## config.mk

```make
export PLATFORM = sky130hd
export DESIGN_NAME = ov7670_capture
export DESIGN_NICKNAME = d
export VERILOG_FILES = /design/src/rtl/ov7670_pkg.sv /design/src/rtl/ov7670_capture.sv
export SDC_FILE = /design/constraint.sdc
export NUM_CORES = 1
export LEC_CHECK = 0
export ABC_AREA = 1
export ABC_CLOCK_PERIOD_IN_PS = 2500
export CORE_MARGIN = 3
export CORE_UTILIZATION = 45
export CTS_BUF_LIST = sky130_fd_sc_hd__clkbuf_8
export CTS_CLUSTER_SIZE = 16
export DETAILED_ROUTE_END_ITERATION = 12
export PLACE_DENSITY_LB_ADDON = 0.08
export SLEW_MARGIN = 40
export SYNTH_ARGS = -nofsm -noshare
export SYNTH_HDL_FRONTEND = slang
export SYNTH_SLANG_ARGS = --single-unit
```

## constraint.sdc

```tcl
create_clock -name pclk -period 2.5 [get_ports pclk]
set_input_delay 0.25 -clock pclk [delete_from_list [all_inputs] [get_ports pclk]]
set_output_delay 0.25 -clock pclk [all_outputs]
set_load 0.01 [all_outputs]
```

## src/rtl/ov7670_pkg.sv

```systemverilog
`default_nettype none
// +--------------------------------------------------------------------------+
// | Package     : ov7670_pkg                                                 |
// | Description : Shared types, constants and the RGB565 -> 4-bit grayscale  |
// |               conversion used by the OV7670 capture path.                |
// | Revision    : 1.0  initial release                                       |
// +--------------------------------------------------------------------------+
package ov7670_pkg;

   // Capture controller states
   typedef enum logic [1:0] {
      WAIT_SYNC = 2'd0,
      BLANK     = 2'd1,
      CAPTURE   = 2'd2
   } cap_state_t;

   // Frame buffer address width (covers 640*480 = 307200 locations)
   localparam int ADDR_W = 19;

   // first_byte = {R5, G6[5:3]}, second_byte = {G6[2:0], B5}.
   // Unweighted sum R+G+B (0..125) scaled down to 4 bits by dropping 3 LSBs.
   function automatic logic [3:0] rgb565_to_gray4(input logic [7:0] first_byte,
                                                  input logic [7:0] second_byte);
      logic [6:0] sum;
      sum = 7'(first_byte[7:3])
          + 7'({first_byte[2:0], second_byte[7:5]})
          + 7'(second_byte[4:0]);
      return sum[6:3];
   endfunction

endpackage : ov7670_pkg
`default_nettype wire

```

## src/rtl/ov7670_capture.sv

```systemverilog
`default_nettype none
// +--------------------------------------------------------------------------+
// | Module      : ov7670_capture                                             |
// | Description : Samples the OV7670 parallel bus (RGB565, two bytes per     |
// |               pixel), converts each pixel to 4-bit grayscale and writes  |
// |               it into a raster-ordered frame buffer. Reports frame done, |
// |               line-length error and overflow per frame.                  |
// | Revision    : 1.0  initial release                                       |
// +--------------------------------------------------------------------------+
// | Ports                                                                    |
// |   pclk        in   camera pixel clock, all logic on rising edge          |
// |   rst_n       in   asynchronous active-low reset                         |
// |   cam_vsync   in   frame sync from camera                                |
// |   cam_href    in   line valid from camera                                |
// |   cam_data    in   camera data byte [7:0]                                |
// |   frame_addr  out  frame buffer write address [18:0]                     |
// |   frame_pixel out  grayscale write data [3:0]                            |
// |   frame_we    out  write strobe, one cycle per pixel                     |
// |   frame_done  out  one-cycle pulse at end of a captured frame            |
// |   line_err    out  a line in this frame had a wrong pixel count          |
// |   overflow    out  more than hRez*vRez pixels arrived in this frame      |
// +--------------------------------------------------------------------------+
module ov7670_capture
   import ov7670_pkg::*;
#(
   parameter int   hRez         = 640,
   parameter int   vRez         = 480,
   parameter logic vsync_active = 1'b1
) (
   input  logic              pclk,
   input  logic              rst_n,
   input  logic              cam_vsync,
   input  logic              cam_href,
   input  logic [7:0]        cam_data,
   output logic [ADDR_W-1:0] frame_addr,
   output logic [3:0]        frame_pixel,
   output logic              frame_we,
   output logic              frame_done,
   output logic              line_err,
   output logic              overflow
);

   localparam logic [ADDR_W-1:0] PIX_TOTAL = ADDR_W'(hRez * vRez);
   localparam int                LCNT_W    = $clog2(hRez + 2);
   localparam logic [LCNT_W-1:0] LINE_LEN  = LCNT_W'(hRez);
   // Line counter saturates one past the expected length so long lines
   // can never wrap back onto a "correct" count.
   localparam logic [LCNT_W-1:0] LINE_SAT  = LCNT_W'(hRez + 1);

   // Input register stage
   logic       vs_q, hr_q;
   logic [7:0] d_q;

   // Control / pairing stage
   cap_state_t        state_q,      state_d;
   logic              phase_q,      phase_d;
   logic [7:0]        first_q,      first_d;
   logic              hr_prev_q;
   logic [LCNT_W-1:0] line_cnt_q,   line_cnt_d;
   logic [ADDR_W-1:0] addr_cnt_q,   addr_cnt_d;
   logic              line_err_q,   line_err_d;
   logic              overflow_q,   overflow_d;
   logic              frame_done_q, frame_done_d;
   logic              pix_we_q,     pix_we_d;
   logic [3:0]        pix_q,        pix_d;
   logic [ADDR_W-1:0] pix_addr_q,   pix_addr_d;

   // Output write stage
   logic              frame_we_q,    frame_we_d;
   logic [3:0]        frame_pixel_q, frame_pixel_d;
   logic [ADDR_W-1:0] frame_addr_q,  frame_addr_d;

   always_ff @(posedge pclk or negedge rst_n) begin
      if (!rst_n) begin
         // Reset vsync to its inactive level so a fresh blanking interval
         // must be observed before anything is captured.
         vs_q <= ~vsync_active;
         hr_q <= 1'b0;
         d_q  <= 8'h00;
      end else begin
         vs_q <= cam_vsync;
         hr_q <= cam_href;
         d_q  <= cam_data;
      end
   end

   always_comb begin
      state_d      = state_q;
      phase_d      = 1'b0;
      first_d      = first_q;
      line_cnt_d   = line_cnt_q;
      addr_cnt_d   = addr_cnt_q;
      line_err_d   = line_err_q;
      overflow_d   = overflow_q;
      frame_done_d = 1'b0;
      pix_we_d     = 1'b0;
      pix_d        = pix_q;
      pix_addr_d   = pix_addr_q;

      case (state_q)
         WAIT_SYNC: begin
            if (vs_q == vsync_active) state_d = BLANK;
         end
         BLANK: begin
            // Flags survive the frame_done cycle and are cleared here.
            addr_cnt_d = '0;
            line_cnt_d = '0;
            line_err_d = 1'b0;
            overflow_d = 1'b0;
            if (vs_q != vsync_active) state_d = CAPTURE;
         end
         CAPTURE: begin
            if (vs_q == vsync_active) begin
               // Aborts any line in progress: pending byte dropped, no check.
               state_d      = BLANK;
               frame_done_d = 1'b1;
            end else if (hr_q) begin
               if (!hr_prev_q) line_cnt_d = '0;
               if (!phase_q) begin
                  first_d = d_q;
                  phase_d = 1'b1;
               end else begin
                  if (line_cnt_d != LINE_SAT) line_cnt_d = line_cnt_d + LCNT_W'(1);
                  if (addr_cnt_q != PIX_TOTAL) begin
                     pix_we_d   = 1'b1;
                     pix_d      = rgb565_to_gray4(first_q, d_q);
                     pix_addr_d = addr_cnt_q;
                     addr_cnt_d = addr_cnt_q + ADDR_W'(1);
                  end else begin
                     overflow_d = 1'b1;
                  end
               end
            end else if (hr_prev_q && (line_cnt_q != LINE_LEN)) begin
               line_err_d = 1'b1;
            end
         end
         default: state_d = WAIT_SYNC;
      endcase
   end

   always_comb begin
      frame_we_d    = pix_we_q;
      frame_pixel_d = pix_we_q ? pix_q      : frame_pixel_q;
      frame_addr_d  = pix_we_q ? pix_addr_q : frame_addr_q;
   end

   always_ff @(posedge pclk or negedge rst_n) begin
      if (!rst_n) begin
         state_q       <= WAIT_SYNC;
         phase_q       <= 1'b0;
         first_q       <= 8'h00;
         hr_prev_q     <= 1'b0;
         line_cnt_q    <= '0;
         addr_cnt_q    <= '0;
         line_err_q    <= 1'b0;
         overflow_q    <= 1'b0;
         frame_done_q  <= 1'b0;
         pix_we_q      <= 1'b0;
         pix_q         <= 4'h0;
         pix_addr_q    <= '0;
         frame_we_q    <= 1'b0;
         frame_pixel_q <= 4'h0;
         frame_addr_q  <= '0;
      end else begin
         state_q       <= state_d;
         phase_q       <= phase_d;
         first_q       <= first_d;
         hr_prev_q     <= hr_q;
         line_cnt_q    <= line_cnt_d;
         addr_cnt_q    <= addr_cnt_d;
         line_err_q    <= line_err_d;
         overflow_q    <= overflow_d;
         frame_done_q  <= frame_done_d;
         pix_we_q      <= pix_we_d;
         pix_q         <= pix_d;
         pix_addr_q    <= pix_addr_d;
         frame_we_q    <= frame_we_d;
         frame_pixel_q <= frame_pixel_d;
         frame_addr_q  <= frame_addr_d;
      end
   end

   assign frame_addr  = frame_addr_q;
   assign frame_pixel = frame_pixel_q;
   assign frame_we    = frame_we_q;
   assign frame_done  = frame_done_q;
   assign line_err    = line_err_q;
   assign overflow    = overflow_q;

endmodule : ov7670_capture
`default_nettype wire
```

==> Word-level counts from Yosys, hierarchy flattened <==
Cells that the tools add are included.
{ "classes": {"n_addsub": 4, "eq_ne": 14, "n_mux": 37, "n_bitwise": 2, "reduce_logical": 11} }
{ "op_table": {"columns": ["operator", "count"], "rows": [
  ["$mux W10", 8],
  ["$mux W19", 4],
  ["$pmux W19 S2", 1],
  ["$ne A10 B10 Y1 const B", 2],
  ["$pmux W10 S2", 1],
  ["$add A19 B1 Y19 const B", 1],
  ["$ne A19 B19 Y1 const B", 1],
  ["$mux W1", 18],
  ["$ne A2 B2 Y1 const B", 8],
  ["$reduce_and A5 Y1", 3],
  ["$add A10 B1 Y10 const B", 1],
  ["$reduce_and A4 Y1", 2],
  ["$add A5 B6 Y7", 1],
  ["$add A7 B5 Y7", 1],
  ["$mux W2", 2],
  ["$pmux W1 S2", 2],
  ["$pmux W2 S2", 1],
  ["$reduce_and A3 Y1", 1],
  ["$eq A2 B1 Y1 const B", 1],
  ["$eq A2 B2 Y1 const B", 1],
  ["$logic_not A2 Y1", 1],
  ["$ne A2 B1 Y1 const B", 1],
  ["$not A1 Y1", 2],
  ["$reduce_and A2 Y1", 1],
  ["3 further kinds", 3]
]} }
{ "totals": {"register_bits": 102, "input_bits": 12, "word_cells": 86} }

==> Depth between registers and ports, before layout <==
{ "logic_depth": {"depth_word": 10, "depth_mapped": 11, "depth_no_buf": 11} }

==> Least setup slack after synthesis <==
OpenSTA, ideal clock, no wires.
{ "synth_timing": {"kind": "reg-to-reg", "start": "register d_q[2]", "end": "register pix_q[1]", "setup_ns": 0.117, "t_arrival_ns": 1.710, "setup_slack_ns": 0.673, "stages_incl_launch_ff": 10, "path_buffers": 0, "path_cell_list": "dfrtp_1 fa_1 ha_1 nand2_1 o21bai_1 nand2_1 nand2_1 nand2_1 nand3_1 nand2_1"} }
{ "synth_via": {"elab_chain_cells": 1} }
{ "synth_rtl": {"columns": ["element", "line_no", "source"], "rows": [
  ["start, declared", "ov7670_capture.sv:52", "logic [7:0] d_q;"],
  ["start signal, assigned", "ov7670_capture.sv:83", "d_q <= cam_data;"],
  ["$add A7 B5 Y7", "ov7670_pkg.sv:27", "+ 7'(second_byte[4:0]);"],
  ["end signal, assigned", "ov7670_capture.sv:175", "pix_q <= pix_d;"],
  ["end, declared", "ov7670_capture.sv:65", "logic [3:0] pix_q, pix_d;"]
]} }
No other way between the ends.
A chain may end at the register's enable or synchronous reset.

==> Final worst setup path <==
Same ends and word-level chain as after synthesis.

==> impl_results.md <==
* Status: complete, no violations
* Synth cell types at 33
* Clock root buffer master: clkbuf_8
* Power, Total at 3120 uW
* CP cell instances: fa_1 -> ha_1 -> nand2_1 -> o21bai_1 -> nand2_1 -> nand2_1 -> nand2_1 -> nand3_1 -> nand2_1
* Synth Register Bits at 102
* Critical path peak fanout at 3
* CTS Sinks at 102
* P_leak at 0.00269 uW
* Total vias in the final route at 3,718
* Max-cap viol count at 0
* Largest net degree at the start of global routing at 71
* Cells after synthesis at 561
* DP Area at 5470 um^2
* Final instance area at 5660 um^2
* Die Y at 111 um
* # rows at 37
* Drt total wl at 10.0 mm
* WS Path Type: flip-flop to flip-flop
* Combinational family with the most area after synthesis: simple AND/OR/NAND/NOR gates
* WHS Endpoint: d_q[4]
* Critical path's slowest cell: fa_1
* Max Fclk at 0.490 GHz
* Share of flip-flops with an asynchronous set or reset at 100%
* Post-synthesis simple-gate area fraction at 24.3%
* Global-route wire length before repair at 18.0 mm
* Clock transition at path regs at 90 ps
* Core Region at 10,500 um^2
* DR iter-0 viols at 197
* Detail Placement HPWL at 7.33 mm
* Sequential area share after synthesis at 51.9%
* Synth Area in XOR/XNOR at 2.85%
* Synth Area in Adders at 3.67%
* Hold Path Cell Cnt at 1
* Vias/cell at 4.98
* GP Congestion at 0.897
* Mapped Nets at 585
* Share of cells above drive strength 1 at 11.3%
* Slew Viols, Final at 0
* Synth Area in Compound Gates at 6.34%
* Setup TNS at 0 ps
* Clock buffer count from CTS at 9
* Final Critical Period at 2040 ps
* CP peak stage delay at 480 ps
* R2R cell count at 9
* Total GRT Usage at 17.9%
* # fillers at 1,005
* Antenna violations before repair at 0
* Warning count from the yosys run at 0
* Final ANT Viol Nets at 0
* RSZ-0062 raised after global routing: no
* Final setup violation count at 0
* Final Hold Vio Count at 0
* Power per cell area at 552 nW/um^2
* Wire per inst at 13.4 um
* Dominant synthesized flop cell: dfrtp_1
* Reg-to-Reg Start: d_q[2]
* H-tree depth at 3
* Area growth from synthesis to final layout at 15.1%
* Crit path max-delay family: adder cells
* Grt ovf at 0
* Peak VDD IR at 0.000298 V
* Post-CTS sizing at 0
* Hold Slack at 305 ps
* Vias in the first global route at 3,818
* Worst skew pair latency at 370 ps
* CTS tree: done
* Reg2reg end: pix_q[1]
* Final period utilization at 81.6%
* CP arrival at 2310 ps
* DR pass1 iterations at 4
* Worst slew margin at 57.7%
* HP Class: input pin to flip-flop
* Worst slew pin tran at 635 ps
* Startpoint class of the critical path: flip-flop
* Number of synthesized flops with an enable pin at 0
* Die X-Extent at 111 um
* Syn_area_per_cell at 8.76 um^2
* WP buf/inv at 0
* Worst Skew at 9.47 ps
* Initial Util at 47.0%
* Diodes inserted at 0
* CP required at 2770 ps
* Clock Path Buffers at 2
* Nets at 631
* FF-to-FF setup slack at 460 ps
* Drc violations at 0
* Port Buf Inserts at 38
* Cell mode on critical path: nand2_1
* Critical path capture point type: flip-flop
* Die area at 12,200 um^2
* Post-synth design cell area at 4920 um^2
* Worst min-delay path startpoint: cam_data[4]
* Multiplexer share of the synthesized area at 5.27%
* IO Pins at 39
## where the power goes
| group | switching, uW | internal [uW] |
|---|---|---|
| sequential | 36.9 | 1700 |
| clock | 564 | 386 |
| combinational | 261 | 171 |
| total | 862 | 2260 |
## sequential cells by signal (all words and copies together), names as in the netlist, 4 cells and up
signal,count
pix_addr_q,19
d_q,8
line_cnt_q,10
first_q,8
addr_cnt_q,19
frame_addr,19
frame_pixel,4
pix_q,4
## layer usage
metal	wire, um	GRT usage, %
met5	0	0
met3	379	2.74
met1	4580	23.7
met2	4860	29.3
met4	202	7.55
## worst reg2reg max path: cells and delay by family, from the launching register on
kind	cells	cell delay, ps
flip-flops	1	410
AO/OA/AOI/OAI	1	300
AND/OR/NAND/NOR	6	430
adder cells (fa/ha/maj)	2	790
## kinds of logic (layout without fill, tap and decap cells)
family,Yosys count,count (layout)
compound gates,53,53
xor+xnor,16,16
fa+ha+maj,12,12
buf+inv,67,117
flops,102,102
mux,23,23
simple gates,288,288
## how the worst max path moves through the flow
stage	startpoint	to	slack, ps	depth (start not counted)
6_report	d_q[2]	pix_q[1]	460	9
5_1_grt	hr_prev_q	line_cnt_q[8]	290	10
4_1_cts	d_q[2]	pix_q[1]	440	9
3_5_place_dp	d_q[2]	pix_q[1]	510	9
3_3_place_gp	d_q[2]	pix_q[1]	550	9
2_1_floorplan	d_q[2]	pix_q[1]	670	9
## cell usage after synthesis, types with 2 or more instances
library cell	instances	share of area, %
buf_2	8	0.81
clkinv_1	2	0.15
nand4_1	7	0.89
mux2_2	23	5.3
nand3_1	35	3.6
and2_1	2	0.25
o21ai_2	7	1.2
clkbuf_1	2	0.15
a21oi_1	5	0.51
nor2_1	40	3.1
xor2_1	14	2.5
inv_1	48	3.7
o21ai_0	33	3.4
fa_1	4	1.6
nor3_1	5	0.51
xnor2_1	2	0.36
nand2_2	6	0.76
nand3b_1	4	0.61
inv_2	4	0.31
dfrtp_1	102	52
nand2_1	186	14
nor2_2	2	0.25
buf_6	2	0.46
ha_1	8	2.0
o211ai_1	2	0.31
## cells in the final DEF, fill, tap and decap left out
cell / netlist / routed
nand2_1: 186 / 186
dfrtp_1: 102 / 102
inv_1: 48 / 48
nor2_1: 40 / 40
clkdlybuf4s50_1: 0 / 37
nand3_1: 35 / 35
o21ai_0: 33 / 33
mux2_2: 23 / 23
xor2_1: 14 / 14
clkbuf_8: 0 / 10
ha_1: 8 / 8
buf_4: 0 / 8
nand4_1: 7 / 7
o21ai_2: 7 / 7
nand2_2: 6 / 6
nor3_1: 5 / 5
a21oi_1: 5 / 5
inv_2: 4 / 4
nand3b_1: 4 / 4
fa_1: 4 / 4
nor2_2: 2 / 2
and2_1: 2 / 2
clkinv_1: 2 / 2
o211ai_1: 2 / 2
xnor2_1: 2 / 2
clkinv_2: 0 / 2
nor2_4: 1 / 1
a21oi_2: 1 / 1
o31ai_1: 1 / 1
a21boi_0: 1 / 1
a211oi_1: 1 / 1
o21bai_1: 1 / 1
o22ai_1: 1 / 1
inv_6: 0 / 1
clkinv_4: 0 / 1
clkinvlp_4: 0 / 1
dlygate4sd3_1: 0 / 1
buf_6: 2 / 1
buf_12: 0 / 1
## cell type report
type / count / area (um^2) / share of cell area [%]
well taps: 136 / 170 / 3.01
multi-input cells: 392 / 2090 / 36.9
clock inverters: 5 / 35.0 / 0.619
inverters: 54 / 203 / 3.58
repair buffers: 48 / 472 / 8.34
clock buffers: 10 / 138 / 2.43
flip-flops and latches: 102 / 2550 / 45.1
## metrics by stage
step | instances | setup WS [ps] | utilization, %
floorplan | 561 | 673 | -
global placement | 731 | 548 | 52.3
detailed placement | 731 | 511 | 52.3
CTS | 747 | 439 | 54.1
global route | 747 | 294 | 54.1
finish | 747 | 460 | 54.1
## what timing repair did
item | 4_1_cts | 5_1_grt
setup buffers | 0 | 0
hold buffers | 1 | 0
setup endpoints to repair | 0 | 0
endpoints found under the hold margin | 67 | 0
No activity file was read; power rests on OpenSTA's default activity.
